File: src/rtl/div_iter_if.sv
// ============================================================================
//  Module      : div_iter_if
//  Description : Request/result bundle for the iterative divider. The flush
//                line exists only when DIV_FLUSH_EN is defined.
//  Revision    : 1.0 - initial release
// ============================================================================
`default_nettype none

interface div_iter_if #(
    parameter int WIDTH = 32
);
    logic             start;
    logic             sign;
    logic [WIDTH-1:0] iDividend;
    logic [WIDTH-1:0] iDivisor;
`ifdef DIV_FLUSH_EN
    logic             flush;
`endif
    logic             busy;
    logic             done;
    logic [WIDTH-1:0] oQ;
    logic [WIDTH-1:0] oR;
    logic             oDivZero;

    modport master (
`ifdef DIV_FLUSH_EN
        output flush,
`endif
        output start, sign, iDividend, iDivisor,
        input  busy, done, oQ, oR, oDivZero
    );

    modport slave (
`ifdef DIV_FLUSH_EN
        input  flush,
`endif
        input  start, sign, iDividend, iDivisor,
        output busy, done, oQ, oR, oDivZero
    );
endinterface

`default_nettype wire

File: src/rtl/div_iter.sv
// ============================================================================
//  Module      : div_iter
//  Description : Multi-cycle restoring divider, signed/unsigned, WIDTH+1
//                cycle latency. Optional cancel input under DIV_FLUSH_EN.
//  Revision    : 1.0 - initial release
// ============================================================================
`default_nettype none

module div_iter #(
    parameter int WIDTH = 32
) (
    input  wire logic   clk,
    input  wire logic   rst,
    div_iter_if.slave   bus
);
    localparam int         c_CW   = (WIDTH > 2) ? $clog2(WIDTH) : 1;
    localparam logic [1:0] c_IDLE = 2'd0;
    localparam logic [1:0] c_RUN  = 2'd1;
    localparam logic [1:0] c_FIX  = 2'd2;

    logic [1:0]       r_state;
    logic [c_CW-1:0]  r_cnt;
    logic [WIDTH-1:0] r_quo;
    logic [WIDTH-1:0] r_rem;
    logic [WIDTH-1:0] r_div;
    logic [WIDTH-1:0] r_dvd;
    logic             r_negq;
    logic             r_negr;
    logic             r_dz;
    logic [WIDTH-1:0] r_oq;
    logic [WIDTH-1:0] r_or;
    logic             r_odz;
    logic             r_done;

    logic             w_flush;
    logic             w_a_neg;
    logic             w_b_neg;
    logic [WIDTH-1:0] w_a_mag;
    logic [WIDTH-1:0] w_b_mag;
    logic [WIDTH:0]   w_shift;
    logic [WIDTH:0]   w_diff;
    logic             w_ge;
    logic [WIDTH-1:0] w_q_fix;
    logic [WIDTH-1:0] w_r_fix;

`ifdef DIV_FLUSH_EN
    assign w_flush = bus.flush;
`else
    assign w_flush = 1'b0;
`endif

    // Negating the most-negative value wraps to itself, which is still the
    // correct unsigned magnitude 2^(WIDTH-1).
    assign w_a_neg = bus.sign & bus.iDividend[WIDTH-1];
    assign w_b_neg = bus.sign & bus.iDivisor[WIDTH-1];
    assign w_a_mag = w_a_neg ? -bus.iDividend : bus.iDividend;
    assign w_b_mag = w_b_neg ? -bus.iDivisor  : bus.iDivisor;

    assign w_shift = {r_rem, r_quo[WIDTH-1]};
    assign w_diff  = w_shift - {1'b0, r_div};
    assign w_ge    = ~w_diff[WIDTH];

    assign w_q_fix = r_dz ? {WIDTH{1'b1}} : (r_negq ? -r_quo : r_quo);
    assign w_r_fix = r_dz ? r_dvd         : (r_negr ? -r_rem : r_rem);

    always_ff @(posedge clk) begin
        if (rst) begin
            r_state <= c_IDLE;
            r_cnt   <= '0;
            r_quo   <= '0;
            r_rem   <= '0;
            r_div   <= '0;
            r_dvd   <= '0;
            r_negq  <= 1'b0;
            r_negr  <= 1'b0;
            r_dz    <= 1'b0;
            r_oq    <= '0;
            r_or    <= '0;
            r_odz   <= 1'b0;
            r_done  <= 1'b0;
        end else begin
            r_done <= 1'b0;
            case (r_state)
                c_IDLE: begin
                    if (bus.start && !w_flush) begin
                        r_state <= c_RUN;
                        r_cnt   <= c_CW'(WIDTH - 1);
                        r_quo   <= w_a_mag;
                        r_rem   <= '0;
                        r_div   <= w_b_mag;
                        r_dvd   <= bus.iDividend;
                        r_negq  <= w_a_neg ^ w_b_neg;
                        r_negr  <= w_a_neg;
                        r_dz    <= (bus.iDivisor == '0);
                    end
                end
                c_RUN: begin
                    if (w_flush) begin
                        r_state <= c_IDLE;
                        r_cnt   <= '0;
                    end else begin
                        r_rem <= w_ge ? w_diff[WIDTH-1:0] : w_shift[WIDTH-1:0];
                        r_quo <= {r_quo[WIDTH-2:0], w_ge};
                        if (r_cnt == '0) begin
                            r_state <= c_FIX;
                        end else begin
                            r_cnt <= r_cnt - 1'b1;
                        end
                    end
                end
                c_FIX: begin
                    r_state <= c_IDLE;
                    if (!w_flush) begin
                        r_oq   <= w_q_fix;
                        r_or   <= w_r_fix;
                        r_odz  <= r_dz;
                        r_done <= 1'b1;
                    end
                end
                default: begin
                    r_state <= c_IDLE;
                end
            endcase
        end
    end

    assign bus.busy     = (r_state != c_IDLE);
    assign bus.done     = r_done;
    assign bus.oQ       = r_oq;
    assign bus.oR       = r_or;
    assign bus.oDivZero = r_odz;

endmodule

`default_nettype wire

File: src/flat_wrapper.sv
// flat-port wrapper written by rule: the top's interface ports become plain ports
module div_iter_flat 
#(
    parameter int WIDTH = 32
)
  (clk, rst, bus_start, bus_sign, bus_iDividend, bus_iDivisor, bus_busy, bus_done, bus_oQ, bus_oR, bus_oDivZero);
  div_iter_if #(.WIDTH(WIDTH)) bus_i ();
  input  wire logic clk;
  input  wire logic rst;
  input wire logic [$bits(bus_i.start)-1:0] bus_start;
  input wire logic [$bits(bus_i.sign)-1:0] bus_sign;
  input wire logic [$bits(bus_i.iDividend)-1:0] bus_iDividend;
  input wire logic [$bits(bus_i.iDivisor)-1:0] bus_iDivisor;
  output wire logic [$bits(bus_i.busy)-1:0] bus_busy;
  output wire logic [$bits(bus_i.done)-1:0] bus_done;
  output wire logic [$bits(bus_i.oQ)-1:0] bus_oQ;
  output wire logic [$bits(bus_i.oR)-1:0] bus_oR;
  output wire logic [$bits(bus_i.oDivZero)-1:0] bus_oDivZero;
  assign bus_i.start = bus_start;
  assign bus_i.sign = bus_sign;
  assign bus_i.iDividend = bus_iDividend;
  assign bus_i.iDivisor = bus_iDivisor;
  assign bus_busy = bus_i.busy;
  assign bus_done = bus_i.done;
  assign bus_oQ = bus_i.oQ;
  assign bus_oR = bus_i.oR;
  assign bus_oDivZero = bus_i.oDivZero;
  div_iter #(.WIDTH(WIDTH)) u_core (.clk(clk), .rst(rst), .bus(bus_i));
endmodule
File: config.mk
export PLATFORM = sky130hd
export DESIGN_NAME = div_iter_flat
export DESIGN_NICKNAME = d
export VERILOG_FILES = /design/src/rtl/div_iter_if.sv /design/src/rtl/div_iter.sv /design/src/flat_wrapper.sv
export SDC_FILE = /design/constraint.sdc
export NUM_CORES = 1
export LEC_CHECK = 0
export ABC_CLOCK_PERIOD_IN_PS = 6610
export CORE_MARGIN = 3
export CORE_UTILIZATION = 28
export DETAILED_ROUTE_END_ITERATION = 12
export PLACE_DENSITY_LB_ADDON = 0.25
export SKIP_CTS_REPAIR_TIMING = 1
export SYNTH_ARGS = -nofsm -noshare
export SYNTH_HDL_FRONTEND = slang
export SYNTH_SLANG_ARGS = --single-unit
File: constraint.sdc
create_clock -name clk -period 6.61 [get_ports clk]
set_input_delay 0.661 -clock clk [delete_from_list [all_inputs] [get_ports clk]]
set_output_delay 0.661 -clock clk [all_outputs]
set_load 0.05 [all_outputs]
==> results of run 1 <==
## metrics by stage
stage | hold WS, ps | cell area [um^2] | utilization, % | power, W
after floorplan | 431 | 12200 | - | 0.00188
after global placement | 441 | 14000 | 32.9 | 0.00210
after detailed placement | 447 | 14000 | 32.9 | 0.00211
after CTS | 395 | 14800 | 34.9 | 0.00354
after global routing | 423 | 14800 | 34.9 | 0.00366
final | 415 | 14800 | 34.9 | 0.00350
## path summary, 6_finish.rpt
check	start	to	slack [ps]
max	u_core.r_quo[31]	u_core.r_rem[15]	2800
min	rst	u_core.r_div[2]	420
max reg2reg	u_core.r_quo[31]	u_core.r_rem[15]	2800
min reg2reg	u_core.bus.oR[5]	u_core.bus.oR[5]	450
## state kept, by name, summed over array words and instances (netlist names), 2 cells and up
name,count
u_core.r_rem,32
u_core.bus.oR,32
u_core.r_quo,32
u_core.bus.oQ,32
u_core.r_cnt,5
u_core.r_state,2
u_core.r_dvd,32
u_core.r_div,32
## per-layer routing
metal  vias up  share of wire [%]
met5         -                  0
li1       5787                  -
met2       270                 46
met3        52                4.9
met4         0                2.3
met1      5397                 47
## cell families after synthesis
family	count (synthesis)	synth area share, %
buffers and inverters	159	5.04
adder cells (fa/ha/maj)	39	4.06
XOR/XNOR	139	9.96
multiplexers	37	3.06
AO/OA/AOI/OAI	465	24.5
flip-flops	204	33.4
AND/OR/NAND/NOR	540	20.0
## cell type report
cell class                      instances  area [um^2]  share of cell area [%]
Clock buffer                           32          692                    4.67
Inverter                               55          206                    1.39
Sequential cell                       204         4080                    27.5
Clock inverter                         12          155                    1.05
Multi-Input combinational cell       1220         7540                    50.8
Tap cell                              577          722                    4.87
Timing Repair Buffer                  146         1430                    9.64
## critical path: stages (launching register included)
cell and delay, ps:
dfxtp_1 340, inv_1 80, ha_1 220, fa_1 400, nor2b_1 180, o31a_1 230, o41ai_1 130, a2111oi_2 510
o21a_1 260, o211a_1 620, buf_4 410, mux2i_1 210, o21ai_0 90
## power breakdown
part	leakage, nW	internal, W	switching [W]
Clock	0.416	0.000857	0.000557
Sequential	1.66	0.00130	0.0000688
Combinational	3.32	0.000273	0.000438
Total	5.40	0.00243	0.00106
## cell usage in the layout (no fill, tap or decap), drive strengths merged, types with 18 or more instances in the layout
cell / count
or4: 18
a22oi: 29
nand2: 262
nor3: 26
xnor2: 60
o211ai: 19
o31ai: 30
o22ai: 18
mux2i: 34
clkbuf: 32
ha: 38
o21ai: 85
clkdlybuf4s50: 133
a21oi: 152
nor2: 137
xor2: 79
dfxtp: 204
a211oi: 36
inv: 56
==> impl_metrics.toml, run 1 <==
[timing]
fin_crit_sh_pct = 57.7
fin_crit_ps = 3810
tightest_slew_ps = 1080
rsz0062_at_grt = "false"
finClkSkew_ps = 19.4
fmax_mhz = 262
slew_violations = 0
hold_violations = 0
relSlewSlack_pct = 27.7
setup-tns-final_ps = 0
finalSetupViolations = 0
fin_ws_ps = 2800

[synth]
synth.top_cell.area_share_pct = 33.4
yosys_warnings = 0
yosysTopAreaCell = "dfxtp_1"
ys.flop_type = "dfxtp_1"
synth_area_per_cell_um2 = 7.72
ys_top_cells_by_count = "nand2_1, dfxtp_1, a21oi_1"
synth_area_mm2 = 0.0122
ys_ff_latch = 204
synth_nets = 1690
yosysMostFrequentCell = "nand2_1"
synth_seq_area_share_pct = 33.4
synthCells = 1583
yosys.cell_types.count = 80
synth_area_leaders = "dfxtp_1, nand2_1, a21oi_1, xor2_1, xnor2_1"
async_reset_ff_share_pct = 0
synth_edf_count = 0

[clock_network]
cts.clk_slew.worst_paths_ps = 60
cts_tree = "built"
cts.sinks = 204
clk_latency_ps = 550
clock_path_buffers = 3
cts_max_level = 1
root_buffer = "clkbuf_16"
cts_made_buffers = 25

[detailed_routing]
drt_first_iter_violations = 673
vias_per_cell = 5.12
avgRoutedWirePerCell_um = 17.6
drcViolationCount = 0
vias = 11500
ant_nets = 0
wl_um = 39600
firstDrtPassIters = 5

[floorplanning]
die_area_mm2 = 0.0462
die_height_um = 215
die_w_um = 215
ios = 135
coreArea_mm2 = 0.0425
rows = 75
start_util_pct = 28.7

[worst_hold_path]
hp-class = "primary input to register"
holdPathStages = 2

[placed_design]
place_congestion = 0.851
dp.final_hpwl_um = 29500
placed_cells = 2202
port_buffers = 134
dpl_worst_slack_ps = 2800

[critical_path]
arrival_ps = 4230
reg2regPathDepth = 12
critPathCaptureType = "register"
cp.required_ps = 7030
crit_path_max_fanout = 16
start_kind = "register"
path_class = "register to register"

[global_route]
grt_max_degree = 93
top_usage_layer = "met2"
antenna_found_initial = 0
grt_pass1_vias = 11000
groute.layer.met1.usage_pct = 22.5
gr-total-overflow = 0
grt_pass1_wl_um = 62100
met3_usage_pct = 2.34
met2_usage_pct = 27.5
track_usage_pct = 16.5

[job]
drv_cap = 0

[layout]
syn_to_final_growth_pct = 21.4
fillerInstances = 4500
layout.cells.non_filler = 2246
drive_gt1_share_pct = 5.03
diodes = 0
fin_nets = 1759

[outcome]
outcome = "finished clean"

[pwr]
ir_drop_mv = 0.169
powerDensity_mw_per_mm2 = 236
power.leakage_nw = 5.40
No activity file was read; power rests on OpenSTA's default activity.
==> run 2, diff against run 1 <==
--- a/config.mk
+++ b/config.mk
@@ -5,7 +5,7 @@
 export SDC_FILE = /design/constraint.sdc
 export NUM_CORES = 1
 export LEC_CHECK = 0
-export ABC_CLOCK_PERIOD_IN_PS = 6610
+export ABC_CLOCK_PERIOD_IN_PS = 3600
 export CORE_MARGIN = 3
 export CORE_UTILIZATION = 28
 export DETAILED_ROUTE_END_ITERATION = 12
==> constraint.sdc (replaced) <==
create_clock -name clk -period 3.6 [get_ports clk]
set_input_delay 0.36 -clock clk [delete_from_list [all_inputs] [get_ports clk]]
set_output_delay 0.36 -clock clk [all_outputs]
set_load 0.05 [all_outputs]
==> run 2 against run 1 <==
Compared with the run above: clock skew shrank 4.1 ps; sequential power grew 83%; clock-buffer cell count grew 1; register-to-register slack got worse by 2400 ps; clock power rose by 110%; critical path type unchanged; flip-flop and latch count stayed put; wire length grew 1.6%; design area up 3.0%; critical path depth is the same.
==> impl_metrics.toml, run 2 (synthesis gave the netlist of run 1 again) <==
[critical_path]
start_kind = "register"
critPathCaptureType = "register"
arrival_ps = 3580
cp.required_ps = 4020
crit_path_max_fanout = 14
path_class = "register to register"
r2r_setup_slack_ps = 440

[clock_network]
root_buffer = "clkbuf_16"
cts_tree = "built"
clk_latency_ps = 550
cts_max_level = 1
cts_made_buffers = 26
cts.sinks = 204
clock_path_buffers = 3
cts.clk_slew.worst_paths_ps = 60

[detailed_routing]
firstDrtPassIters = 5
vias_per_cell = 5.14
ant_nets = 0
vias = 11700
drcViolationCount = 0
avgRoutedWirePerCell_um = 17.6
wl_um = 40200
drt_first_iter_violations = 825

[floorplanning]
die_height_um = 215
ios = 135
rows = 75
start_util_pct = 28.7
coreArea_mm2 = 0.0425
die_area_mm2 = 0.0462
die_w_um = 215

[timing]
setup-tns-final_ps = 0
finClkSkew_ps = 15.3
fin_crit_sh_pct = 87.7
slew_violations = 0
fin_crit_ps = 3160
tightest_slew_ps = 1060
hold_violations = 0
relSlewSlack_pct = 29.2
finalSetupViolations = 0
rsz0062_at_grt = "false"
fmax_mhz = 317

[job]
drv_cap = 0

[outcome]
outcome = "finished clean"

[global_route]
track_usage_pct = 16.7
antenna_found_initial = 0
grt_pass1_vias = 11400
met3_usage_pct = 2.64
top_usage_layer = "met2"
groute.layer.met1.usage_pct = 22.6
grt_pass1_wl_um = 63000
grt_max_degree = 93
met2_usage_pct = 27.7
gr-total-overflow = 0

[placed_design]
place_congestion = 0.867
dp.final_hpwl_um = 30000
port_buffers = 134

[layout]
fin_nets = 1794
utilization_pct = 35.9
final_cell_mix = "nand2_1, dfxtp_1, a21oi_1"
syn_to_final_growth_pct = 25.0
layout_commonest_cell = "nand2_1"
fillerInstances = 4503
diodes = 0
drive_gt1_share_pct = 7.09

[pwr]
ir_drop_mv = 0.336
power.leakage_nw = 5.65
powerDensity_mw_per_mm2 = 449

[worst_hold_path]
hp-class = "primary input to register"
-- run 2: final timing paths --
kind	from	to	cells past startpoint
max reg2reg	u_core.r_quo[31]	u_core.r_rem[11]	12
max	u_core.r_quo[31]	u_core.r_rem[11]	12
min	rst	u_core.bus.oQ[23]	2
min reg2reg	u_core.r_dvd[18]	u_core.r_dvd[18]	2
-- run 2: power breakdown --
part           switching [W]  internal, W  leakage, nW
Clock                0.00106      0.00196        0.486
Combinational       0.000815     0.000515         3.50
Sequential          0.000122      0.00239         1.66
-- run 2: cell type report --
cell class | count | area [um^2] | area share [%]
multi-input cells | 1220 | 7540 | 49.4
clock buffers | 33 | 707 | 4.63
well taps | 577 | 722 | 4.73
repair buffers | 180 | 1720 | 11.3
flip-flops and latches | 204 | 4080 | 26.7
clock inverters | 15 | 289 | 1.89
inverters | 55 | 206 | 1.35
-- run 2: metal layers --
metal,routed length [um],up-vias
li1,-,5849
met1,18800,5545
met2,18400,288
met3,1890,51
met4,1100,0
met5,0,-
-- run 2: critical path, cell delays in order (launching register included) --
cell	delay (ps)
dfxtp_1	340
inv_1	90
ha_1	210
fa_1	410
nor2b_1	160
o31a_1	160
o41ai_1	100
a2111oi_2	500
o21a_1	260
o211a_1	280
buf_12	200
mux2i_1	210
o21ai_0	90
-- run 2: through the flow --
| stage | worst slack (ps) | cell area (um^2) | cells | hold WS (ps) | total power (W) |
|---|---|---|---|---|---|
| global placement | 255 | 14300 | 2236 | 442 | 0.00387 |
| detailed placement | 259 | 14300 | 2236 | 446 | 0.00389 |
| global route | 199 | 15300 | 2284 | 450 | 0.00718 |
| floorplan | 697 | 12200 | 1583 | 431 | 0.00345 |
| finish | 442 | 15300 | 2284 | 451 | 0.00686 |
| CTS | 408 | 15300 | 2284 | 420 | 0.00693 |
==> run 3, diff against run 2 <==
--- a/config.mk
+++ b/config.mk
@@ -9,7 +9,6 @@
 export CORE_MARGIN = 3
 export CORE_UTILIZATION = 28
 export DETAILED_ROUTE_END_ITERATION = 12
-export PLACE_DENSITY_LB_ADDON = 0.25
 export SKIP_CTS_REPAIR_TIMING = 1
 export SYNTH_ARGS = -nofsm -noshare
 export SYNTH_HDL_FRONTEND = slang
==> run 3 against run 2 <==
Compared with the run above: utilization decreased by 0.13 points; clock skew increased by 0.70 ps; flip-flop and latch count unchanged; maximum frequency decreased by 3.7%; setup slack got worse by 120 ps; largest cell class unchanged; largest power group unchanged; highest routed layer is now met5.
==> impl_metrics.toml, run 3 (synthesis gave the netlist of run 1 again) <==
[outcome]
outcome = "finished clean"

[timing]
fmax_mhz = 305
hold_slack_ps = 184
tightest_slew_ps = 1060
rsz0062_at_grt = "false"
finClkSkew_ps = 16.0
finalSetupViolations = 0
setup-tns-final_ps = 0
slew_violations = 0
relSlewSlack_pct = 29.4
fin_crit_sh_pct = 91.0
fin_ws_ps = 322
hold_violations = 0
fin_crit_ps = 3280

[layout]
drive_gt1_share_pct = 7.32
diodes = 0
syn_to_final_growth_pct = 24.5
fin_nets = 1799
final_cell_mix = "nand2_1, dfxtp_1, a21oi_1"
fillerInstances = 4460
final_area_mm2 = 0.0152
layout_commonest_cell = "nand2_1"

[clock_network]
root_buffer = "clkbuf_16"
cts.sinks = 204
clock_path_buffers = 3
cts.clk_slew.worst_paths_ps = 60
clk_latency_ps = 530
cts_made_buffers = 24
cts_tree = "built"
cts_max_level = 1

[detailed_routing]
firstDrtPassIters = 5
ant_nets = 0
wl_um = 39300
avgRoutedWirePerCell_um = 17.2
vias = 11800
drcViolationCount = 0
drt_first_iter_violations = 803
vias_per_cell = 5.16

[critical_path]
critPathCaptureType = "register"
r2r-start = "u_core.r_quo[31]"
path_class = "register to register"
reg2regPathDepth = 15
cp.required_ps = 4010
start_kind = "register"
r2r_setup_slack_ps = 320
arrival_ps = 3690
setup.worst_path.start = "u_core.r_quo[31]"
crit_path_max_fanout = 21

[floorplanning]
start_util_pct = 28.7
die_area_mm2 = 0.0462
rows = 75
die_w_um = 215
coreArea_mm2 = 0.0425
die_height_um = 215
ios = 135

[worst_hold_path]
hp-class = "primary input to register"
min_from = "rst"
holdPathStages = 2

[pwr]
powerDensity_mw_per_mm2 = 435
ir_drop_mv = 0.283
power.leakage_nw = 5.63

[placed_design]
dpl_worst_slack_ps = 204
dp.final_hpwl_um = 29600
placed_cell_area_mm2 = 0.0143
port_buffers = 134
place_congestion = 0.848

[global_route]
grt_pass1_vias = 11300
antenna_found_initial = 1
grt_max_degree = 100
grt_pass1_wl_um = 62200
track_usage_pct = 16.4
gr-total-overflow = 0

[job]
drv_cap = 0
run 3: changes by cell type in the layout (fill, tap and decap cells not counted), sizes merged:
cell	previous run	this run
buf	47	54
clkbuf	33	29
bufinv	8	6
clkinv	6	4
clkinvlp	1	3
run 3: critical path: stages (launching register included):
cell and delay, ps:
dfxtp_1 340, inv_1 90, ha_1 230, fa_1 410, nor2b_1 160, o31a_1 150
o41ai_1 70, buf_4 160, a2111oi_2 310, buf_4 190, o21a_1 140, buf_4 120
o211a_1 260, buf_12 230, mux2i_1 200, o21ai_0 80
run 3: layer usage:
| metal | GRT usage (%) | share of wire (%) | routed length, um |
|---|---|---|---|
| met1 | 22.9 | 47 | 18600 |
| met2 | 26.6 | 45 | 17900 |
| met3 | 2.43 | 5.0 | 1950 |
| met4 | 3.93 | 2.3 | 902 |
| met5 | 0 | 0.023 | 9 |
run 3: final timing paths:
path	end
min	u_core.r_dvd[29]
max reg2reg	u_core.r_rem[9]
max	u_core.r_rem[9]
min reg2reg	u_core.r_dvd[19]
run 3: stage by stage:
stage                     utilization (%)  cells  power [W]
after CTS                            35.8   2285    0.00667
after detailed placement             33.7   2243    0.00389
after global placement               33.7   2243    0.00387
after global routing                 35.8   2285    0.00692
final                                35.8   2285    0.00662
after floorplan                         -   1583    0.00345
run 3: cell type report:
| type | count | area, um^2 | area share (%) |
|---|---|---|---|
| multi-input cells | 1220 | 7540 | 49.6 |
| well taps | 577 | 722 | 4.75 |
| inverters | 55 | 206 | 1.36 |
| flip-flops and latches | 204 | 4080 | 26.8 |
| clock buffers | 29 | 659 | 4.33 |
| clock inverters | 13 | 241 | 1.59 |
| repair buffers | 187 | 1760 | 11.6 |
run 3: report_power, final:
part           internal [W]  total [W]  switching, W
Combinational      0.000522    0.00134      0.000818
Clock               0.00174    0.00278       0.00104
Sequential          0.00239    0.00251      0.000119
